--- config.mk ---
export PLATFORM = sky130hd
export DESIGN_NAME = usb_audio_i2s_tx
export DESIGN_NICKNAME = d
export VERILOG_FILES = /design/src/rtl/usb_audio_pkg.sv /design/src/rtl/usb_audio_nco.sv /design/src/rtl/usb_audio_i2s_tx.sv
export SDC_FILE = /design/constraint.sdc
export NUM_CORES = 1
export LEC_CHECK = 0
export BUFFER_PORTS_ARGS = -buffer_cell sky130_fd_sc_hd__buf_2
export CAP_MARGIN = 10
export CORE_ASPECT_RATIO = 0.5
export CORE_UTILIZATION = 35
export CTS_BUF_LIST = sky130_fd_sc_hd__clkbuf_4 sky130_fd_sc_hd__clkbuf_8
export DETAILED_ROUTE_END_ITERATION = 10
export GPL_TIMING_DRIVEN = 0
export HOLD_SLACK_MARGIN = 0.02
export PLACE_DENSITY = 0.54
export SYNTH_ARGS = -nofsm -noshare
export SYNTH_HDL_FRONTEND = slang
export SYNTH_SLANG_ARGS = --single-unit
export TNS_END_PERCENT = 30
--- constraint.sdc ---
create_clock -name clk -period 5.7 [get_ports clk]
set_clock_uncertainty 0.05 [all_clocks]
set_input_delay 0.57 -clock clk [delete_from_list [all_inputs] [get_ports clk]]
set_output_delay 0.57 -clock clk [all_outputs]
set_load 0.05 [all_outputs]
--- src/rtl/usb_audio_pkg.sv ---
// Shared constants for the USB audio output blocks: I2S frame geometry, NCO defaults,
// and the BCLK edge classification used by the serialiser.
package usb_audio_pkg;

    localparam int FRAME_BCLKS = 64;
    localparam int SLOT_BCLKS  = 32;
    localparam int DEF_NCO_INC = 6711;
    localparam int DEF_NCO_W   = 16;
    localparam int IDX_W       = $clog2(FRAME_BCLKS);

    typedef enum logic [1:0] {
        EDGE_NONE  = 2'd0,
        EDGE_RISE  = 2'd1,
        EDGE_FALL  = 2'd2,
        EDGE_FRAME = 2'd3
    } bclk_edge_e;

endpackage

--- src/rtl/usb_audio_nco.sv ---
// Fractional NCO: phase accumulator whose carry-out forms a one-clock tick.
// The synchronous clear zeroes the phase and suppresses any tick in that clock.
module usb_audio_nco
    import usb_audio_pkg::*;
#(
    parameter int NCO_W   = DEF_NCO_W,
    parameter int NCO_INC = DEF_NCO_INC
) (
    input  logic clk,
    input  logic rstn,
    input  logic clr,
    output logic tick
);

    localparam logic [NCO_W:0] INC_EXT = (NCO_W + 1)'(NCO_INC);

    logic [NCO_W-1:0] acc_r;
    logic [NCO_W:0]   sum_s;

    // Next phase and its carry; a clear always wins over a pending carry.
    always_comb begin
        sum_s = {1'b0, acc_r} + INC_EXT;
        if (clr) begin
            tick = 1'b0;
        end else begin
            tick = sum_s[NCO_W];
        end
    end

    // Phase accumulator, wraps modulo 2^NCO_W.
    always_ff @(posedge clk or negedge rstn) begin
        if (!rstn) begin
            acc_r <= {NCO_W{1'b0}};
        end else if (clr) begin
            acc_r <= {NCO_W{1'b0}};
        end else begin
            acc_r <= sum_s[NCO_W-1:0];
        end
    end

endmodule

--- src/rtl/usb_audio_i2s_tx.sv ---
// I2S transmitter for the 16-bit stereo USB audio stream: NCO-derived BCLK, LRCK and
// MSB-first SDATA with the one-bit I2S delay, all in the USB core clock domain.
module usb_audio_i2s_tx
    import usb_audio_pkg::*;
#(
    parameter int NCO_W   = DEF_NCO_W,
    parameter int NCO_INC = DEF_NCO_INC,
    parameter int DATA_W  = 16
) (
    input  logic              clk,
    input  logic              rstn,
    input  logic              en,
    input  logic [DATA_W-1:0] audio_L_ch,
    input  logic [DATA_W-1:0] audio_R_ch,
    output logic              i2s_bclk,
    output logic              i2s_lrck,
    output logic              i2s_sdata,
    output logic              frame_stb
);

    localparam int               SHIFT_W  = 2 * SLOT_BCLKS;
    localparam int               PAD_W    = SLOT_BCLKS - 1 - DATA_W;
    localparam logic [IDX_W-1:0] IDX_LAST = IDX_W'(FRAME_BCLKS - 1);
    localparam logic [IDX_W-1:0] IDX_ONE  = IDX_W'(1);
    localparam logic [IDX_W-1:0] IDX_R    = IDX_W'(SLOT_BCLKS);

    // One channel slot: delay bit, sample MSB first, zero padding.
    function automatic logic [SLOT_BCLKS-1:0] slot_word(input logic [DATA_W-1:0] sample);
        slot_word = {1'b0, sample, {PAD_W{1'b0}}};
    endfunction

    logic               clr_s;
    logic               tick_s;
    bclk_edge_e         edge_s;
    logic [IDX_W-1:0]   idx_r, idx_nxt_s, idx_inc_s;
    logic [SHIFT_W-1:0] shift_r, shift_nxt_s;
    logic               bclk_r, bclk_nxt_s;
    logic               lrck_r, lrck_nxt_s;
    logic               sdata_r, sdata_nxt_s;
    logic               stb_r, stb_nxt_s;

    assign clr_s = ~en;

    usb_audio_nco #(
        .NCO_W   (NCO_W),
        .NCO_INC (NCO_INC)
    ) u_nco (
        .clk  (clk),
        .rstn (rstn),
        .clr  (clr_s),
        .tick (tick_s)
    );

    // Classify the current tick as a BCLK rise, an ordinary fall or the frame-start fall.
    always_comb begin
        idx_inc_s = idx_r + IDX_ONE;
        if (!tick_s) begin
            edge_s = EDGE_NONE;
        end else if (!bclk_r) begin
            edge_s = EDGE_RISE;
        end else if (idx_r == IDX_LAST) begin
            edge_s = EDGE_FRAME;
        end else begin
            edge_s = EDGE_FALL;
        end
    end

    // Next state: only falling edges move data; the L/R pair is captured whole at frame start.
    always_comb begin
        bclk_nxt_s  = bclk_r;
        idx_nxt_s   = idx_r;
        shift_nxt_s = shift_r;
        lrck_nxt_s  = lrck_r;
        sdata_nxt_s = sdata_r;
        stb_nxt_s   = 1'b0;
        case (edge_s)
            EDGE_RISE: begin
                bclk_nxt_s = 1'b1;
            end
            EDGE_FALL: begin
                bclk_nxt_s  = 1'b0;
                idx_nxt_s   = idx_inc_s;
                shift_nxt_s = {shift_r[SHIFT_W-2:0], 1'b0};
                sdata_nxt_s = shift_r[SHIFT_W-2];
                lrck_nxt_s  = (idx_inc_s >= IDX_R);
            end
            EDGE_FRAME: begin
                bclk_nxt_s  = 1'b0;
                idx_nxt_s   = {IDX_W{1'b0}};
                shift_nxt_s = {slot_word(audio_L_ch), slot_word(audio_R_ch)};
                sdata_nxt_s = 1'b0;
                lrck_nxt_s  = 1'b0;
                stb_nxt_s   = 1'b1;
            end
            default: begin
                bclk_nxt_s = bclk_r;
            end
        endcase
        // A stop discards any tick in the same clock and parks the frame before its start.
        if (!en) begin
            bclk_nxt_s  = 1'b0;
            idx_nxt_s   = IDX_LAST;
            shift_nxt_s = {SHIFT_W{1'b0}};
            lrck_nxt_s  = 1'b0;
            sdata_nxt_s = 1'b0;
            stb_nxt_s   = 1'b0;
        end else begin
            stb_nxt_s = stb_nxt_s;
        end
    end

    // State and output registers.
    always_ff @(posedge clk or negedge rstn) begin
        if (!rstn) begin
            bclk_r  <= 1'b0;
            idx_r   <= IDX_LAST;
            shift_r <= {SHIFT_W{1'b0}};
            lrck_r  <= 1'b0;
            sdata_r <= 1'b0;
            stb_r   <= 1'b0;
        end else begin
            bclk_r  <= bclk_nxt_s;
            idx_r   <= idx_nxt_s;
            shift_r <= shift_nxt_s;
            lrck_r  <= lrck_nxt_s;
            sdata_r <= sdata_nxt_s;
            stb_r   <= stb_nxt_s;
        end
    end

    assign i2s_bclk  = bclk_r;
    assign i2s_lrck  = lrck_r;
    assign i2s_sdata = sdata_r;
    assign frame_stb = stb_r;

endmodule

## After elaboration in Yosys (flattened, before gate mapping)

Index checks and enable logic that the tools add are counted.

| word-level totals | value |
|---|---|
| memory bits (writable) | 0 |
| memory bits (read-only) | 0 |
| word-level logic and storage cells | 34 |
| output and inout port bits | 4 |
| latch bits | 0 |
| memories kept | 0 |
| input bits | 35 |
| register bits | 89 |

| cells by class | value |
|---|---|
| bitwise gates (word level) | 0 |
| mux-type cells | 17 |
| reduce and logical (&&, ||, !) cells | 1 |
| magnitude comparators | 1 |
| equal/unequal tests | 6 |
| $add $sub $neg | 2 |
| divide/modulo/power cells | 0 |
| multiply operators | 0 |
| shifts and indexed selects | 0 |

Operator list:

| cell | count |
|---|---|
| 63-bit one-hot mux with 2 select lines | 1 |
| 63-bit 2-to-1 mux | 1 |
| 16-bit by 13-bit adder with 17-bit output (second input constant) | 1 |
| 16-bit 2-to-1 mux | 1 |
| 6-bit one-hot mux with 2 select lines | 1 |
| 1-bit 2-to-1 mux | 7 |
| 6-bit by 1-bit adder with 6-bit output (second input constant) | 1 |
| 6-bit == test (second input constant) | 1 |
| 6-bit >= comparator (second input constant) | 1 |
| 6-bit 2-to-1 mux | 1 |
| 1-bit one-hot mux with 2 select lines | 3 |
| 2-bit == test (second input constant) | 2 |
| 2-bit 2-to-1 mux | 2 |
| 3-bit by 1-bit inequality test with 1-bit output (second input constant) | 1 |
| 3-bit by 2-bit inequality test with 1-bit output (second input constant) | 1 |
| 2-bit by 1-bit == test with 1-bit output (second input constant) | 1 |
| 2-bit OR reduction | 1 |

## Longest topological paths before layout

| logic depth | value |
|---|---|
| depth in word-level cells | 8 |
| mapped depth | 8 |
| gate-level depth less buffers | 7 |

## Modules after synthesis

Synthesis repeated with hierarchy kept, for this count alone.

| unflattened totals | value |
|---|---|
| cells, all modules | 399 |
| area total of the unflattened synthesis | 3693.5 um^2 |

Modules (own cells, without submodules):

| module | area an instance (um^2) | cells each | seq. area each (um^2) | times used |
|---|---|---|---|---|
| usb_audio_i2s_tx | 2807.7 | 308 | 1458.9 | 1 |
| usb_audio_nco | 885.8 | 91 | 400.4 | 1 |

## Worst setup path after synthesis

Ideal clock, no wire load.

| timing path | value |
|---|---|
| path type | register to register |
| start | reg u_nco.acc_r[0] |
| end | reg shift_r[40] |
| required time | 5571 ps |
| path buffers | 1 |
| setup slack | 3878 ps |
| library setup time | 79 ps |
| arrival time | 1693 ps |
| period minus slack after synthesis | 1822 ps |
| stages on the path, launching flop included | 9 |
| cells stage by stage | dfrtp_1 -> inv_1 -> ha_1 -> nor2b_1 -> o21ai_1 -> a21oi_4 -> nor2_8 -> buf_8 -> mux2i_1 |

| between the ends | value |
|---|---|
| word-level cells in the longest chain between the ends | 6 |
| elaborated cells on any way between the ends | 8 |
| classes of those cells | add/sub (1); eq/ne (3); mux (4) |

Ends and longest elaborated chain:

| item | line | RTL |
|---|---|---|
| from (decl) | usb_audio_nco.sv:17 | `logic [NCO_W-1:0] acc_r;` |
| from (signal assigned) | usb_audio_nco.sv:33 | `acc_r <= {NCO_W{1'b0}};` |
| from (signal assigned) | usb_audio_nco.sv:35 | `acc_r <= {NCO_W{1'b0}};` |
| from (signal assigned) | usb_audio_nco.sv:37 | `acc_r <= sum_s[NCO_W-1:0];` |
| 16-bit by 13-bit adder with 17-bit output (*) | usb_audio_nco.sv:22 | `sum_s = {1'b0, acc_r} + INC_EXT;` |
| 1-bit 2-to-1 mux (*) | usb_audio_nco.sv:23 | `if (clr) begin` |
| 2-bit 2-to-1 mux (*) | usb_audio_i2s_tx.sv:57 | `if (!tick_s) begin` |
| 2-bit == test | usb_audio_i2s_tx.sv:76 | `case (edge_s)` |
| 63-bit one-hot mux with 2 select lines | usb_audio_i2s_tx.sv:76 |  |
| 63-bit 2-to-1 mux | usb_audio_i2s_tx.sv:100 | `if (!en) begin` |
| to (signal assigned) | usb_audio_i2s_tx.sv:117 | `shift_r <= {SHIFT_W{1'b0}};` |
| to (signal assigned) | usb_audio_i2s_tx.sv:124 | `shift_r <= shift_nxt_s;` |
| to (decl) | usb_audio_i2s_tx.sv:36 | `logic [SHIFT_W-1:0] shift_r, shift_nxt_s;` |

Mark *: on every way between the ends. The rest lies on a longest branch, timed or not. The select of a mux whose other input is x is not followed.
A chain may end at the register's enable or synchronous reset.

## Worst setup path after layout

| timing path | value |
|---|---|
| start | reg u_nco.acc_r[0] |
| end | reg shift_r[22] |

Same word-level chain as after synthesis.

==> impl_metrics.env <==
export IMPL_cts_tree="built"
export IMPL_crit_type="flip-flop to flip-flop"
export IMPL_finalHoldViolations=0
export IMPL_postRouteAntennaNets=0
export IMPL_dieHeight_um=75.17
export IMPL_cts_buffers=9
export IMPL_first_iter_violations=81
export IMPL_portBuffers=38
export IMPL_r2r_end="shift_r[22]"
export IMPL_rsz0062_at_grt="no"
export IMPL_outcome="completed"
export IMPL_synthCells=342
export IMPL_row_count=26
export IMPL_dr_pass1_iters=4
export IMPL_n_antenna_cell=0
export IMPL_final_cell_mix="mux2i_1 (81), nand2_1 (75), dfrtp_1 (68), buf_2 (41), clkbuf_8 (11)"
export IMPL_cts_hold_buffers=0
export IMPL_worstMarginPinSlew_ps=506.2
export IMPL_ys_types=42
export IMPL_grt_usage_pct=14.38
export IMPL_fp_dieW_um=148.3
export IMPL_synth_fp_nets=379
export IMPL_cp_end_kind="flip-flop"
export IMPL_design_area_mm2=0.004394
export IMPL_setup_viol=0
export IMPL_dieArea_mm2=0.01115
export IMPL_cts_resized=0
export IMPL_ys_seq_area_share_pct=49.62
export IMPL_cts_sinks=74
export IMPL_period_minus_slack_ps=2136
export IMPL_viasPerCell=4.885
export IMPL_cp_arrival_ps=2350
export IMPL_r2r_cells=8
export IMPL_hpwl_mm=5.060
export IMPL_period_share_pct=37.47
export IMPL_fmax_ghz=0.4683
export IMPL_p_total_mw=1.163
export IMPL_start_util_pct=36.34
export IMPL_drv_slew=0
export IMPL_cts_root_buffer="clkbuf_8"
export IMPL_ys_ff_latch=74
export IMPL_clockBufferDepth=2
export IMPL_io_pins=39
export IMPL_clk_pin_slew_ps=80
export IMPL_yosysTopAreaCellShare_pct=45.41
export IMPL_fin_setup_tns_ps=0
export IMPL_drv_cap=0
export IMPL_relSlewSlack_pct=66.26
export IMPL_clk_latency_ps=340
export IMPL_drcViolationCount=0
export IMPL_layout_drive_gt1_share_pct=18.89
export IMPL_fillCellCount=966
export IMPL_vias=2623
export IMPL_antenna_found_initial=0
export IMPL_cp_max_fo=10
export IMPL_placed_cell_area_mm2=0.004143
export IMPL_cellLeakagePower_nw=2.114
export IMPL_synth_area_leaders="dfrtp_1 (45%), mux2i_1 (22%), nand2_1 (7.5%)"
export IMPL_peakVddDrop_uv=99.22
export IMPL_place_congestion=0.7421
export IMPL_grt_max_degree=55
export IMPL_r2r_start="u_nco.acc_r[0]"
export IMPL_drt_total_wl_mm=7.308
export IMPL_syn_area_per_cell_um2=10.96
export IMPL_grt_remaining_overflow=0
export IMPL_first_global_vias=2622
export IMPL_synthFlopType="dfrtp_1"
export IMPL_htreeDepth=3
export IMPL_min_path_type="primary input to async pin"
export IMPL_synthArstFlopShare_pct=100.0
export IMPL_mostFrequentLayoutCell="mux2i_1"
export IMPL_syn_area_mm2=0.003747
export IMPL_grt_pass1_wl_mm=12.53
export IMPL_routedWlPerCell_um=13.61
export IMPL_coreArea_mm2=0.01031
export IMPL_synth_edf_count=0
export IMPL_r2r_slack_ps=3560
export IMPL_fin_nets=429
export IMPL_area_growth_pct=17.26
export IMPL_synth_largest_area_cell="dfrtp_1"
export IMPL_worstSetupStartpointType="flip-flop"
export IMPL_cp_required_ps=5910
export IMPL_p_per_area_mw_per_mm2=264.8
export IMPL_cts_setup_buffers=0
export IMPL_yosys_warnings=0
[worst max path at each step]
| stage | to | startpoint | depth (start not counted) |
|---|---|---|---|
| global placement | u_nco.acc_r[0] | rstn | 1 |
| global route | shift_r[22] | u_nco.acc_r[0] | 8 |
| floorplan | shift_r[40] | u_nco.acc_r[0] | 8 |
| finish | shift_r[22] | u_nco.acc_r[0] | 8 |
| detailed placement | shift_r[22] | u_nco.acc_r[0] | 8 |
| CTS | shift_r[45] | u_nco.acc_r[0] | 8 |
[routing by layer]
layer	GRT usage (%)	up-vias	share of wire (%)
li1	-	1279	-
met1	17.87	1317	48
met2	24.78	21	49
met3	4.061	6	2.5
met4	4.467	0	0.92
met5	0	-	0
[critical path, cell delays in order (launching register included)]
cell	delay [ps]
dfrtp_1	410
inv_1	60
ha_1	210
nor2b_1	160
o21ai_1	320
a21oi_4	180
nor2_8	260
buf_12	190
mux2i_1	200
[cell usage after synthesis (5+ instances only)]
cell type,count
a21oi_1,5
and2_1,10
and3_1,6
nor2b_1,6
dfstp_2,6
mux2i_1,81
xor2_1,5
o21ai_0,8
dfrtp_1,68
nand2_1,75
clkbuf_1,10
[flip-flops by register name, indices dropped and copies added, names as in the netlist]
name and cells:
shift_r 48, i2s_lrck 1, frame_stb 1, idx_r 6, u_nco.acc_r 16, i2s_sdata 1, i2s_bclk 1
[area by class of cell]
type	count	area (µm²)	area share, %
buffer	20	163.9	3.730
sequential	74	1859	42.31
multi-input combinational	244	1709	38.90
clock inverter	5	100.1	2.278
clock buffer	11	151.4	3.445
timing repair buffer	39	220.2	5.011
inverter	4	15.01	0.3417
tap	140	175.2	3.986
[metrics by stage]
stage / worst slack [ps] / hold WS (ps) / cells / util (%)
after global routing: 3383 / 61.27 / 537 / 42.61
after CTS: 3524 / 55.34 / 537 / 42.61
after floorplan: 3878 / 224.4 / 342 / -
final: 3564 / 64.20 / 537 / 42.61
after detailed placement: 3547 / 439.1 / 521 / 40.17
after global placement: 3538 / 430.6 / 520 / 39.88
[cell families after synthesis]
group	share of synthesized area, %
AND/OR/NAND/NOR	15.19
multiplexers	21.64
flip-flops	49.62
AO/OA/AOI/OAI	6.010
buffers and inverters	4.775
XOR/XNOR	2.103
adder cells (fa/ha/maj)	0.6677
[power by group]
group	leakage [nW]	internal, mW	switching (mW)	total [mW]
clock	0.129	0.313	0.192	0.506
sequential	0.998	0.541	0.0186	0.560
combinational	0.987	0.0443	0.0538	0.0981
No activity file was read; power rests on OpenSTA's default activity.
